### src/rtl/alu_arbiter.sv
// Two-port arbiter sharing one external combinational ALU. Each accepted operation
// runs IDLE -> EXEC -> RESP, and the result is held until the owning requester consumes it.
module alu_arbiter #(
   parameter int unsigned CNT_W = 16
) (
   input  logic             i_clk,
   input  logic             i_reset,
   input  logic             i_req0_valid,
   output logic             o_req0_ready,
   input  logic [31:0]      i_req0_opA,
   input  logic [31:0]      i_req0_opB,
   input  logic [3:0]       i_req0_aluOp,
   input  logic             i_req1_valid,
   output logic             o_req1_ready,
   input  logic [31:0]      i_req1_opA,
   input  logic [31:0]      i_req1_opB,
   input  logic [3:0]       i_req1_aluOp,
   output logic             o_rsp0_valid,
   input  logic             i_rsp0_ready,
   output logic             o_rsp1_valid,
   input  logic             i_rsp1_ready,
   output logic [31:0]      o_rspData,
   output logic             o_rspErr,
   output logic [31:0]      o_aluOperandA,
   output logic [31:0]      o_aluOperandB,
   output logic [3:0]       o_aluOp,
   input  logic [31:0]      i_aluData,
   output logic [CNT_W-1:0] o_opCount
);

   typedef enum logic [1:0] {StIdle, StExec, StResp} state_t;

   state_t            state_q;
   logic [31:0]       opa_q, opb_q, result_q;
   logic [3:0]        op_q;
   logic              owner_q, last_q, err_q;
   logic [CNT_W-1:0]  count_q;
   logic              grant0, grant1, rsp_take;

   // last_q = 1 means port 1 was served last, so port 0 wins the next tie.
   always_comb begin
      grant0 = 1'b0;
      grant1 = 1'b0;
      if (state_q == StIdle) begin
         grant0 = i_req0_valid && (!i_req1_valid || last_q);
         grant1 = i_req1_valid && (!i_req0_valid || !last_q);
      end
   end

   assign rsp_take = owner_q ? i_rsp1_ready : i_rsp0_ready;

   always_ff @(posedge i_clk or posedge i_reset) begin
      if (i_reset) begin
         state_q  <= StIdle;
         opa_q    <= '0;
         opb_q    <= '0;
         op_q     <= '0;
         owner_q  <= 1'b0;
         last_q   <= 1'b1;
         result_q <= '0;
         err_q    <= 1'b0;
         count_q  <= '0;
      end else begin
         unique case (state_q)
            StIdle: begin
               if (grant0) begin
                  opa_q   <= i_req0_opA;
                  opb_q   <= i_req0_opB;
                  op_q    <= i_req0_aluOp;
                  owner_q <= 1'b0;
                  state_q <= StExec;
               end else if (grant1) begin
                  opa_q   <= i_req1_opA;
                  opb_q   <= i_req1_opB;
                  op_q    <= i_req1_aluOp;
                  owner_q <= 1'b1;
                  state_q <= StExec;
               end
            end
            StExec: begin
               // Codes above lui are illegal: report an error with a zero result.
               if (op_q > 4'd10) begin
                  result_q <= '0;
                  err_q    <= 1'b1;
               end else begin
                  result_q <= i_aluData;
                  err_q    <= 1'b0;
               end
               state_q <= StResp;
            end
            StResp: begin
               if (rsp_take) begin
                  state_q <= StIdle;
                  last_q  <= owner_q;
                  if (count_q != {CNT_W{1'b1}}) count_q <= count_q + CNT_W'(1);
               end
            end
            default: state_q <= StIdle;
         endcase
      end
   end

   assign o_req0_ready  = grant0;
   assign o_req1_ready  = grant1;
   assign o_rsp0_valid  = (state_q == StResp) && !owner_q;
   assign o_rsp1_valid  = (state_q == StResp) && owner_q;
   assign o_rspData     = result_q;
   assign o_rspErr      = err_q;
   assign o_aluOperandA = opa_q;
   assign o_aluOperandB = opb_q;
   assign o_aluOp       = op_q;
   assign o_opCount     = count_q;

endmodule

### config.mk
export PLATFORM = sky130hd
export DESIGN_NAME = alu_arbiter
export DESIGN_NICKNAME = d
export VERILOG_FILES = /design/src/rtl/alu_arbiter.sv
export SDC_FILE = /design/constraint.sdc
export NUM_CORES = 1
export LEC_CHECK = 0
export BUFFER_PORTS_ARGS = -buffer_cell sky130_fd_sc_hd__buf_4
export CAP_MARGIN = 20
export CORE_MARGIN = 8
export CORE_UTILIZATION = 44
export CTS_CLUSTER_DIAMETER = 50
export CTS_CLUSTER_SIZE = 20
export DETAILED_ROUTE_END_ITERATION = 10
export PLACE_DENSITY_LB_ADDON = 0.3
export SKIP_CTS_REPAIR_TIMING = 1
export SLEW_MARGIN = 30
export SYNTH_ARGS = -nofsm -noshare
export SYNTH_HDL_FRONTEND = slang
export SYNTH_SLANG_ARGS = --single-unit
### constraint.sdc
create_clock -name i_clk -period 4.2 [get_ports i_clk]
set_input_delay 0.63 -clock i_clk [delete_from_list [all_inputs] [get_ports i_clk]]
set_output_delay 0.63 -clock i_clk [all_outputs]
set_load 0.005 [all_outputs]
### After elaboration in Yosys (flattened, before gate mapping)

Index checks and enable logic that the tools add are counted.

* register bits: 121
* bits of input ports: 174
* output and inout port bits: 121
* word-level logic and storage cells: 49

* $add $sub $neg: 1
* $lt $le $gt $ge: 1
* equal/unequal tests: 5
* muxes and demuxes: 17
* reductions and logical operators: 16

Operators by type and width (count)
* $mux 32: 5
* $add 16x1->16 const B: 1
* $ne 16x16->1 const B: 1
* $mux 4: 2
* $mux 1: 6
* $mux 2: 3
* $pmux 2 s3: 1
* $reduce_and 2->1: 3
* $gt 4x4->1 const B: 1
* $logic_and 1x1->1: 4
* $logic_not 1->1: 4
* $ne 3x3->1 const B: 1
* $reduce_and 3->1: 1
* $eq 2x1->1 const B: 1
* $eq 2x2->1 const B: 1
* $logic_not 2->1: 1
* $logic_or 1x1->1: 2
* $ne 2x2->1 const B: 1
* $reduce_bool 2->1: 1

### Depth between registers and ports, before layout

Gate-level depths: netlist of the first run.

* depth after elaboration: 7
* depth in mapped cells: 7

### Worst setup path before layout of the first run

OpenSTA, ideal clock, no wires.

* path type: input -> output
* from: input port i_req1_valid
* to: output port o_req0_ready
* arrival: 1.095 ns
* data required time: 3.570 ns
* slack: 2.475 ns
* stages: 4
* cell sequence: nand2b_1 -> nand3_2 -> inv_2 -> buf_2

* longest elaborated chain between the ends: 4

Ends and longest elaborated chain
* start: declaration: RTL line 13 `input logic i_req1_valid,`
* $logic_not 1->1: RTL line 45 `grant0 = i_req0_valid && (!i_req1_valid || last_q);`
* $logic_or 1x1->1: RTL line 45
* $logic_and 1x1->1: RTL line 45
* $mux 1: RTL line 44 `if (state_q == StIdle) begin`
* end: declaration: RTL line 9 `output logic o_req0_ready,`

Every way passes these cells.

### Worst setup path in the final report of the first run

* from: register last_q
* to: output port o_req0_ready

* longest elaborated chain between the ends: 3

Ends and longest elaborated chain
* start: declaration: RTL line 36 `logic owner_q, last_q, err_q;`
* start signal: assignment: RTL line 94 `last_q <= owner_q;`
* $logic_or 1x1->1: RTL line 45
* $logic_and 1x1->1: RTL line 45
* $mux 1: RTL line 44

Every way passes these cells.

==> results of run 1 <==
-- metrics by stage --
step / cells / worst slack (ns) / hold slack, ns
2_1_floorplan: 543 / 0.3575 / 0.4967
3_3_place_gp: 955 / 1.829 / 0.4904
3_5_place_dp: 955 / 1.727 / 0.4937
4_1_cts: 987 / 1.699 / 0.3392
5_1_grt: 988 / 1.618 / 0.3711
6_report: 988 / 1.742 / 0.3243
-- power breakdown --
group / switching, mW / internal [mW]
sequential: 0.331 / 1.67
combinational: 1.12 / 1.16
clock: 0.550 / 1.02
total: 2.00 / 3.84
-- cell usage after synthesis (2+ instances only) --
cell / number / area, µm²
a22o_1: 33 / 289.0
a31oi_1: 70 / 437.9
and2_1: 3 / 18.77
and4_1: 2 / 17.52
buf_2: 24 / 120.1
clkbuf_1: 9 / 33.78
dfrtp_1: 120 / 3003
inv_1: 3 / 11.26
mux2_4: 2 / 30.03
nand2_1: 140 / 525.5
nand2b_1: 3 / 18.77
nand3_1: 8 / 40.04
nand4_1: 4 / 25.02
nor2_1: 74 / 277.8
nor3_1: 8 / 40.04
o21a_1: 3 / 22.52
xnor2_1: 3 / 26.28
xor2_1: 10 / 87.58
-- placed cells by master, fill, tap and decap left out, drive strengths merged, types with 2 or more instances in the layout --
| cell | n |
|---|---|
| buf | 302 |
| nand2 | 141 |
| dfrtp | 120 |
| nor2 | 74 |
| a31oi | 70 |
| a22o | 33 |
| clkbuf | 19 |
| xor2 | 10 |
| nand3 | 9 |
| nor3 | 8 |
| clkinv | 5 |
| nand4 | 5 |
| inv | 5 |
| bufinv | 4 |
| and2 | 3 |
| xnor2 | 3 |
| nand2b | 3 |
| clkinvlp | 3 |
| o21a | 3 |
| mux2 | 2 |
| and4 | 2 |
| nor4 | 2 |
| and3 | 2 |
| a21oi | 2 |
-- metal layers --
metal  track usage  up-vias
met2        0.4059      257
met5             0        -
met1        0.2442     2513
met3       0.09605       33
li1              -     2446
met4        0.1017        0
-- worst register-to-register path, cell delays in order (launching register included) --
cell and delay [ns]:
dfrtp_1 0.40, nor2_1 0.27, nand3_2 0.10, buf_4 0.34
inv_2 0.15, buf_4 0.58, nand2_1 0.17, a31oi_1 0.22
-- cell type report --
class / count / area [µm²]
clock buffer: 19 / 442.9
inverter: 4 / 17.52
antenna: 1 / 2.502
clock inverter: 13 / 195.2
timing repair buffer: 302 / 2267
fill: 881 / 3646
tap: 147 / 183.9
multi-input combinational: 381 / 2027
sequential: 121 / 3029
-- registers in the layout (all words and copies together) (netlist names) --
name and cells:
last_q 1, o_aluOp 4, o_aluOperandA 32, o_aluOperandB 32, o_opCount 16, o_rspData 32, o_rspErr 1, owner_q 1
state_q 2
-- path summary, 6_finish.rpt --
check,start,to,slack (ns),depth (start not counted)
worst max-delay path,last_q$_DFFE_PP1P_,o_req0_ready,1.74,5
worst min-delay path,i_reset,o_opCount[11]$_DFFE_PP0P_,0.32,2
worst max register to register,state_q[0]$_DFFE_PP0P_,o_aluOperandB[31]$_DFFE_PP0P_,1.89,7
worst min register to register,o_rspData[16]$_DFFE_PP0N_,o_rspData[16]$_DFFE_PP0N_,0.51,1
max in group asynchronous,i_reset,o_aluOperandB[0]$_DFFE_PP0P_,2.84,3
min in group i_clk,i_aluData[27],o_rspData[27]$_DFFE_PP0N_,0.44,2
-- cell families (layout without fill, tap and decap cells) --
logic type	count (synthesis)	count (layout)
AOI/OAI and AO/OA	111	111
xor gates and xnor gates	13	13
adders and majority gates	1	1
buffers and inverters	41	338
DFF	121	121
muxes	2	2
other	0	1
and+or+nand+nor	254	254
==> summary.md, run 1 <==
| Metric | Value |
|---|---|
| Status | `finished clean` |
| Largest family of logic cells by synthesized area | `simple AND/OR/NAND/NOR gates` |
| Worst EP required | `3.57 ns` |
| Metal1 wirelength | `6961 µm` |
| Final HPWL DP | `13680 µm` |
| Cells after synthesis | `543` |
| Sequential area share after synthesis | `0.5766` |
| Layout Utilization | `0.6913` |
| Final nets | `1002` |
| WL/cell | `18.71 µm` |
| Met3 Wirelength | `1725 µm` |
| Num CTS Buffers | `17` |
| Pin count of the biggest net entering global routing | `87` |
| Post-Syn Nets | `718` |
| Post-Synth XOR/XNOR Area | `0.02167` |
| WS Path Type | `reg2out` |
| Routed wl met2 | `9314 µm` |
| Post-Synth Adder-Cell Area | `0.002382` |
| Core area | `11810 µm²` |
| Worst hold path class | `in2async` |
| Initial core utilization | `0.4448` |
| Final hold vios | `0` |
| Design Power | `5.845 mW` |
| Crit start category | `flop` |
| Gr ovfl total | `0` |
| Die area | `15690 µm²` |
| GRT Overall Usage | `0.2335` |
| Chip width | `125.3 µm` |
| Skew-Pair Late Insertion Delay | `0.41 ns` |
| Synth unique cells | `42` |
| Tcrit/Tclk final | `0.5852` |
| Fin crit period | `2.458 ns` |
| CP Data Arrival Time | `1.83 ns` |
| Critical path buffer and inverter count | `3` |
| Dominant synthesized flop cell | `dfrtp_1` |
| Async SR Flop Fraction | `1.000` |
| Crit path top cell by count | `buf_4` |
| WL final | `18480 µm` |
| Critical path's top delay family | `buffers and inverters` |
| Clock root buffer | `clkbuf_16` |
| Fin Setup TNS | `0 ns` |
| Seq cells post-synth | `121` |
| Final ANT Viol Nets | `0` |
| EDFF count, synth | `0` |
| Maximum vdd drop | `373.0 µV` |
| Lkg Pwr | `4.090 nW` |
| CP cell instances | `nand2b_1 -> nand3_2 -> buf_4 -> inv_2 -> buf_4` |
| Synthesized cell area | `5254 µm²` |
| RSZ-0062 raised after global routing | `no` |
| Yosys warning count | `0` |
| Slew HR | `0.4240` |
| CTS tree | `yes` |
| Die Ht | `125.3 µm` |
| DP Area | `7525 µm²` |
| Total number of vias | `5249` |
| Max Freq | `406.9 MHz` |
| DRC viols | `0` |
| Critical-path top delay cell | `buf_4` |
| Number of vias per cell | `5.313` |
| Mapped Avg Cell Area | `9.675 µm²` |
| First-pass GRT wire length | `29080 µm` |
| Post-synthesis compound-gate area fraction | `0.1493` |
| Fraction of layout cells with a size suffix above 1 | `0.4107` |
| Iter 0 DRT Violations | `444` |
| Clk_skew | `0.01089 ns` |
| Crit. End Element | `primary output` |
| Worst slew pin tran | `0.8640 ns` |
| H-tree levels | `4` |
| Clk slew on worst S/H paths | `0.06 ns` |
| CP Max Fanout | `70` |
| Top routing layer in use | `met4` |
| Mux cell area share after synthesis | `0.005716` |
| Pre-antenna DRT Iters | `4` |
| Max Slew Vio Count | `0` |
| Bufs on Longest Clock Path | `2` |
| Antenna violations before repair | `1` |
| Setup-failing EPs final | `0` |
| CTS sink cnt | `121` |
| I/O Pins | `295` |
| Layout overhead on the synthesized area | `55.42%` |
| Row count | `40` |
| Post-route design area | `8165 µm²` |
| Vias in the first global route | `5501` |
| Max cap viols | `0` |
| Final Wtd Congestion | `0.8377` |
| PwrDens | `715.9 nW/µm²` |
| Simple-Gate Fraction of Synth Area | `0.2053` |
| Port buffer count | `294` |
| Slowest stage delay, CP | `0.57 ns` |
Note: power is estimated with default switching activity, not from simulation.
==> run 2: changes to the inputs <==
==> constraint.sdc (replaced) <==
create_clock -name i_clk -period 2.6 [get_ports i_clk]
set_input_delay 0.39 -clock i_clk [delete_from_list [all_inputs] [get_ports i_clk]]
set_output_delay 0.39 -clock i_clk [all_outputs]
set_load 0.005 [all_outputs]
==> summary.md, run 2 (same netlist as run 1, synthesis figures left out) <==
| Metric | Value |
|---|---|
| Switching Share | `0.3291` |
| Bufs on Longest Clock Path | `2` |
| Worst slew pin tran | `0.7572 ns` |
| DRC viols | `0` |
| I/O Pins | `295` |
| CP cell instances | `ha_1 -> nand4_2 -> nor4_4 -> nor2_1 -> mux2_4` |
| Layout Cells excl Fill | `987` |
| Placed cells | `955` |
| Most common cell after layout, fill and taps aside | `buf_4` |
| Antenna violations before repair | `0` |
| Num CTS Buffers | `17` |
| Clock power share | `0.276` |
| Setup-failing EPs final | `0` |
| Clk slew on worst S/H paths | `0.06 ns` |
| Tcrit/Tclk final | `0.8374` |
| Combinational share of power | `0.388` |
| CP startpoint | `o_opCount[1]$_DFFE_PP0P_` |
| GRT Overall Usage | `0.2257` |
| First-pass GRT wire length | `28230 µm` |
| Status | `finished clean` |
| WL/cell | `17.91 µm` |
| Final hold vios | `0` |
| Slowest stage delay, CP | `0.66 ns` |
| Final Wtd Congestion | `0.8218` |
| Fin Setup TNS | `0 ns` |
| Port buffer count | `294` |
| Number of vias per cell | `5.247` |
| Fraction of layout cells with a size suffix above 1 | `0.4119` |
| Iter 0 DRT Violations | `329` |
| Clock root buffer | `clkbuf_16` |
| Critical-path top delay cell | `nor4_4` |
| Internal | `6.406 mW` |
| Most frequent cells in the layout | `buf_4 (299), nand2_1 (140), dfrtp_1 (120)` |
| Worst hold path class | `in2async` |
| Worst EP required | `2.90 ns` |
| Gr ovfl total | `0` |
| Clk_skew | `0.007514 ns` |
| R2R Path Start | `o_opCount[1]$_DFFE_PP0P_` |
| Lkg Pwr | `4.119 nW` |
| Initial core utilization | `0.4448` |
| Psw | `3.142 mW` |
| Die area | `15690 µm²` |
| Pin count of the biggest net entering global routing | `122` |
| CTS sink cnt | `121` |
| # diodes | `0` |
| Max Freq | `459.3 MHz` |
| CTS tree | `yes` |
| PwrDens | `1159 nW/µm²` |
| Die Ht | `125.3 µm` |
| Vias in the first global route | `5389` |
| Row count | `40` |
| Final ANT Viol Nets | `0` |
| Fin crit period | `2.177 ns` |
| Pre-antenna DRT Iters | `4` |
| Final nets | `1002` |
| Max cap viols | `0` |
| RSZ-0062 raised after global routing | `no` |
| Max Slew Vio Count | `0` |
| Chip width | `125.3 µm` |
| Skew-Pair Late Insertion Delay | `0.41 ns` |
| Crit. End Element | `flop` |
| Sequential Power Share | `0.336` |
| Core area | `11810 µm²` |
| Layout overhead on the synthesized area | `56.75%` |
| Final HPWL DP | `13020 µm` |
| CP Max Fanout | `11` |
| Crit start category | `flop` |
| Maximum vdd drop | `541.6 µV` |
| Total number of vias | `5179` |
| CP Data Arrival Time | `2.48 ns` |
| WL final | `17680 µm` |
| WS Path Type | `reg2reg` |
| Slew HR | `0.4952` |
| H-tree levels | `4` |
run 2: power groups by stage:
stage / combinational (mW) / clock, mW / sequential, mW
after floorplan: 1.78 / 0 / 3.22
after global placement: 3.67 / 0 / 3.17
after detailed placement: 3.74 / 0 / 3.22
after CTS: 3.76 / 2.68 / 3.21
after global routing: 4.08 / 2.76 / 3.31
final: 3.70 / 2.64 / 3.21
run 2: stage by stage:
stage / setup slack [ns] / utilization / cell area, µm² / total power [mW] / hold slack (ns)
2_1_floorplan: 0.7275 / - / 5258 / 5.000 / 0.4967
3_3_place_gp: 0.5628 / 0.6404 / 7564 / 6.839 / 0.4892
3_5_place_dp: 0.4846 / 0.6404 / 7564 / 6.964 / 0.4921
4_1_cts: 0.3948 / 0.6972 / 8235 / 9.648 / 0.1729
5_1_grt: 0.2541 / 0.6972 / 8235 / 10.15 / 0.1808
6_report: 0.4228 / 0.6972 / 8235 / 9.548 / 0.1134
run 2: routing by layer:
layer	track usage	vias to the layer above	wire length [µm]
met4	0.1074	0	504
met1	0.2407	2474	6808
met2	0.3819	225	8787
met5	0	-	0
li1	-	2442	-
met3	0.09392	38	1578
run 2: final timing paths:
check	end	slack, ns	cells past startpoint
setup / recovery	o_opCount[1]$_DFFE_PP0P_	0.42	5
hold / removal	o_aluOperandB[19]$_DFFE_PP0P_	0.11	3
setup reg to reg	o_opCount[1]$_DFFE_PP0P_	0.42	5
hold reg to reg	o_rspData[3]$_DFFE_PP0N_	0.50	1
max in group asynchronous	o_aluOperandB[13]$_DFFE_PP0P_	1.91	3
min in group i_clk	o_rspData[1]$_DFFE_PP0N_	0.20	2
run 2: critical path, delay by kind of cell, from the launching register on:
family        cells  cell delay [ns]
fa+ha+maj         1             0.24
flops             1             0.44
mux               1             0.33
simple gates      3             1.04
run 2: final cells by class:
type	count	area, µm²
inverter	4	18.77
sequential	121	3029
tap	147	183.9
multi-input combinational	381	2027
timing repair buffer	302	2305
clock buffer	21	480.5
clock inverter	11	191.4
fill	901	3576
==> run 3: changes to the inputs <==
--- a/config.mk
+++ b/config.mk
@@ -8,7 +8,7 @@
 export BUFFER_PORTS_ARGS = -buffer_cell sky130_fd_sc_hd__buf_4
 export CAP_MARGIN = 20
 export CORE_MARGIN = 8
-export CORE_UTILIZATION = 44
+export CORE_UTILIZATION = 40
 export CTS_CLUSTER_DIAMETER = 50
 export CTS_CLUSTER_SIZE = 20
 export DETAILED_ROUTE_END_ITERATION = 10
==> constraint.sdc (replaced) <==
create_clock -name i_clk -period 2 [get_ports i_clk]
set_input_delay 0.3 -clock i_clk [delete_from_list [all_inputs] [get_ports i_clk]]
set_output_delay 0.3 -clock i_clk [all_outputs]
set_load 0.005 [all_outputs]
==> summary.md, run 3 (same netlist as run 1, synthesis figures left out) <==
| Metric | Value |
|---|---|
| Status | `finished clean` |
| Iter 0 DRT Violations | `246` |
| H-tree levels | `4` |
| Die Ht | `130.6 µm` |
| Setup-failing EPs final | `0` |
| Fin crit period | `1.828 ns` |
| CP Max Fanout | `10` |
| Final hold vios | `0` |
| Fin Setup TNS | `0 ns` |
| GRT Overall Usage | `0.2099` |
| Final HPWL DP | `13300 µm` |
| Post-route design area | `8304 µm²` |
| Clk slew on worst S/H paths | `0.05 ns` |
| Pre-antenna DRT Iters | `4` |
| Skew-Pair Late Insertion Delay | `0.40 ns` |
| Core area | `13030 µm²` |
| Final ANT Viol Nets | `0` |
| Tcrit/Tclk final | `0.9140` |
| DP Area | `7627 µm²` |
| Final nets | `1004` |
| Slowest stage delay, CP | `0.45 ns` |
| Crit start category | `flop` |
| Pin count of the biggest net entering global routing | `122` |
| CP startpoint | `o_opCount[1]$_DFFE_PP0P_` |
| CP Data Arrival Time | `2.10 ns` |
| PwrDens | `1506 nW/µm²` |
| Critical-path top delay cell | `dfrtp_1` |
| Vias in the first global route | `5473` |
| I/O Pins | `295` |
| Initial core utilization | `0.4031` |
| CP cell instances | `ha_1 -> nand4_2 -> nor4_4 -> buf_4 -> nor4_1 -> xor2_1` |
| Bufs on Longest Clock Path | `2` |
| Slew HR | `0.5210` |
| Antenna violations before repair | `0` |
| Port buffer count | `294` |
| Layout overhead on the synthesized area | `58.06%` |
| Gr ovfl total | `0` |
| Die area | `17060 µm²` |
| WL/cell | `17.70 µm` |
| CTS tree | `yes` |
| Most common cell after layout, fill and taps aside | `buf_4` |
| Reg2reg path depth | `6` |
| Max Slew Vio Count | `0` |
| First-pass GRT wire length | `27720 µm` |
| Most frequent cells in the layout | `buf_4 (300), nand2_1 (140), dfrtp_1 (120)` |
| Fraction of layout cells with a size suffix above 1 | `0.4121` |
| Worst hold path class | `in2async` |
| Number of vias per cell | `5.123` |
| # diodes | `0` |
| Clock root buffer | `clkbuf_16` |
| Num CTS Buffers | `17` |
| CTS sink cnt | `121` |
| Max Freq | `547.0 MHz` |
| Total number of vias | `5215` |
| WL final | `18020 µm` |
| Row count | `42` |
| Chip width | `130.6 µm` |
| Crit. End Element | `flop` |
| DRC viols | `0` |
| Clk_skew | `0.004051 ns` |
| Worst EP required | `2.27 ns` |
| R2R Path Start | `o_opCount[1]$_DFFE_PP0P_` |
| WS Path Type | `reg2reg` |
| Worst slew pin tran | `0.7185 ns` |
| RSZ-0062 raised after global routing | `no` |
| Lkg Pwr | `4.143 nW` |
| Final Wtd Congestion | `0.8407` |
| Maximum vdd drop | `646.0 µV` |
| Max cap viols | `0` |
-- run 3: stage by stage --
stage / std cells / total power [mW] / worst slack, ns / hold slack [ns] / util
after floorplan: 543 / 6.500 / 0.2175 / 0.4327 / -
after global placement: 986 / 8.940 / 0.3003 / 0.4905 / 0.5853
after detailed placement: 986 / 9.129 / 0.2199 / 0.4928 / 0.5853
after CTS: 1018 / 12.67 / 0.1688 / 0.09383 / 0.6372
after global routing: 1018 / 13.35 / 0.08230 / 0.09668 / 0.6372
final: 1018 / 12.51 / 0.1719 / 0.07009 / 0.6372
-- run 3: worst max-delay path: cells and delay by family (launching register included) --
kind | cells | cell delay, ns
xor gates and xnor gates | 1 | 0.15
and+or+nand+nor | 3 | 0.62
adders and majority gates | 1 | 0.25
buffers and inverters | 1 | 0.22
DFF | 1 | 0.45
-- run 3: worst paths after layout --
| path | to | slack (ns) |
|---|---|---|
| setup reg to reg | o_opCount[7]$_DFFE_PP0P_ | 0.17 |
| hold reg to reg | o_rspData[14]$_DFFE_PP0N_ | 0.50 |
| min in group i_clk | o_rspData[8]$_DFFE_PP0N_ | 0.11 |
| hold / removal | o_rspData[6]$_DFFE_PP0N_ | 0.07 |
| max in group asynchronous | o_opCount[15]$_DFFE_PP0P_ | 1.40 |
| setup / recovery | o_opCount[7]$_DFFE_PP0P_ | 0.17 |
-- run 3: power breakdown --
part	switching (mW)	internal (mW)	total [mW]
Combinational	2.35	2.53	4.88
Sequential	0.651	3.51	4.16
Clock	1.07	2.40	3.47
Total	4.08	8.43	12.5
-- run 3: cell type report --
class,count,area (µm²)
clock inverters,12,220.2
flip-flops and latches,121,3029
clock buffers,20,456.7
fillers,1065,4728
repair buffers,304,2332
inverters,4,18.77
well taps,176,220.2
multi-input cells,381,2027
-- run 3: layer usage --
metal | track usage | wire length [µm] | share of wire | vias up
met5 | 0 | 0 | 0 | -
met4 | 0.08913 | 515 | 0.029 | 0
met3 | 0.08198 | 1817 | 0.10 | 35
met2 | 0.3592 | 9027 | 0.50 | 218
met1 | 0.2277 | 6661 | 0.37 | 2515
li1 | - | - | - | 2447
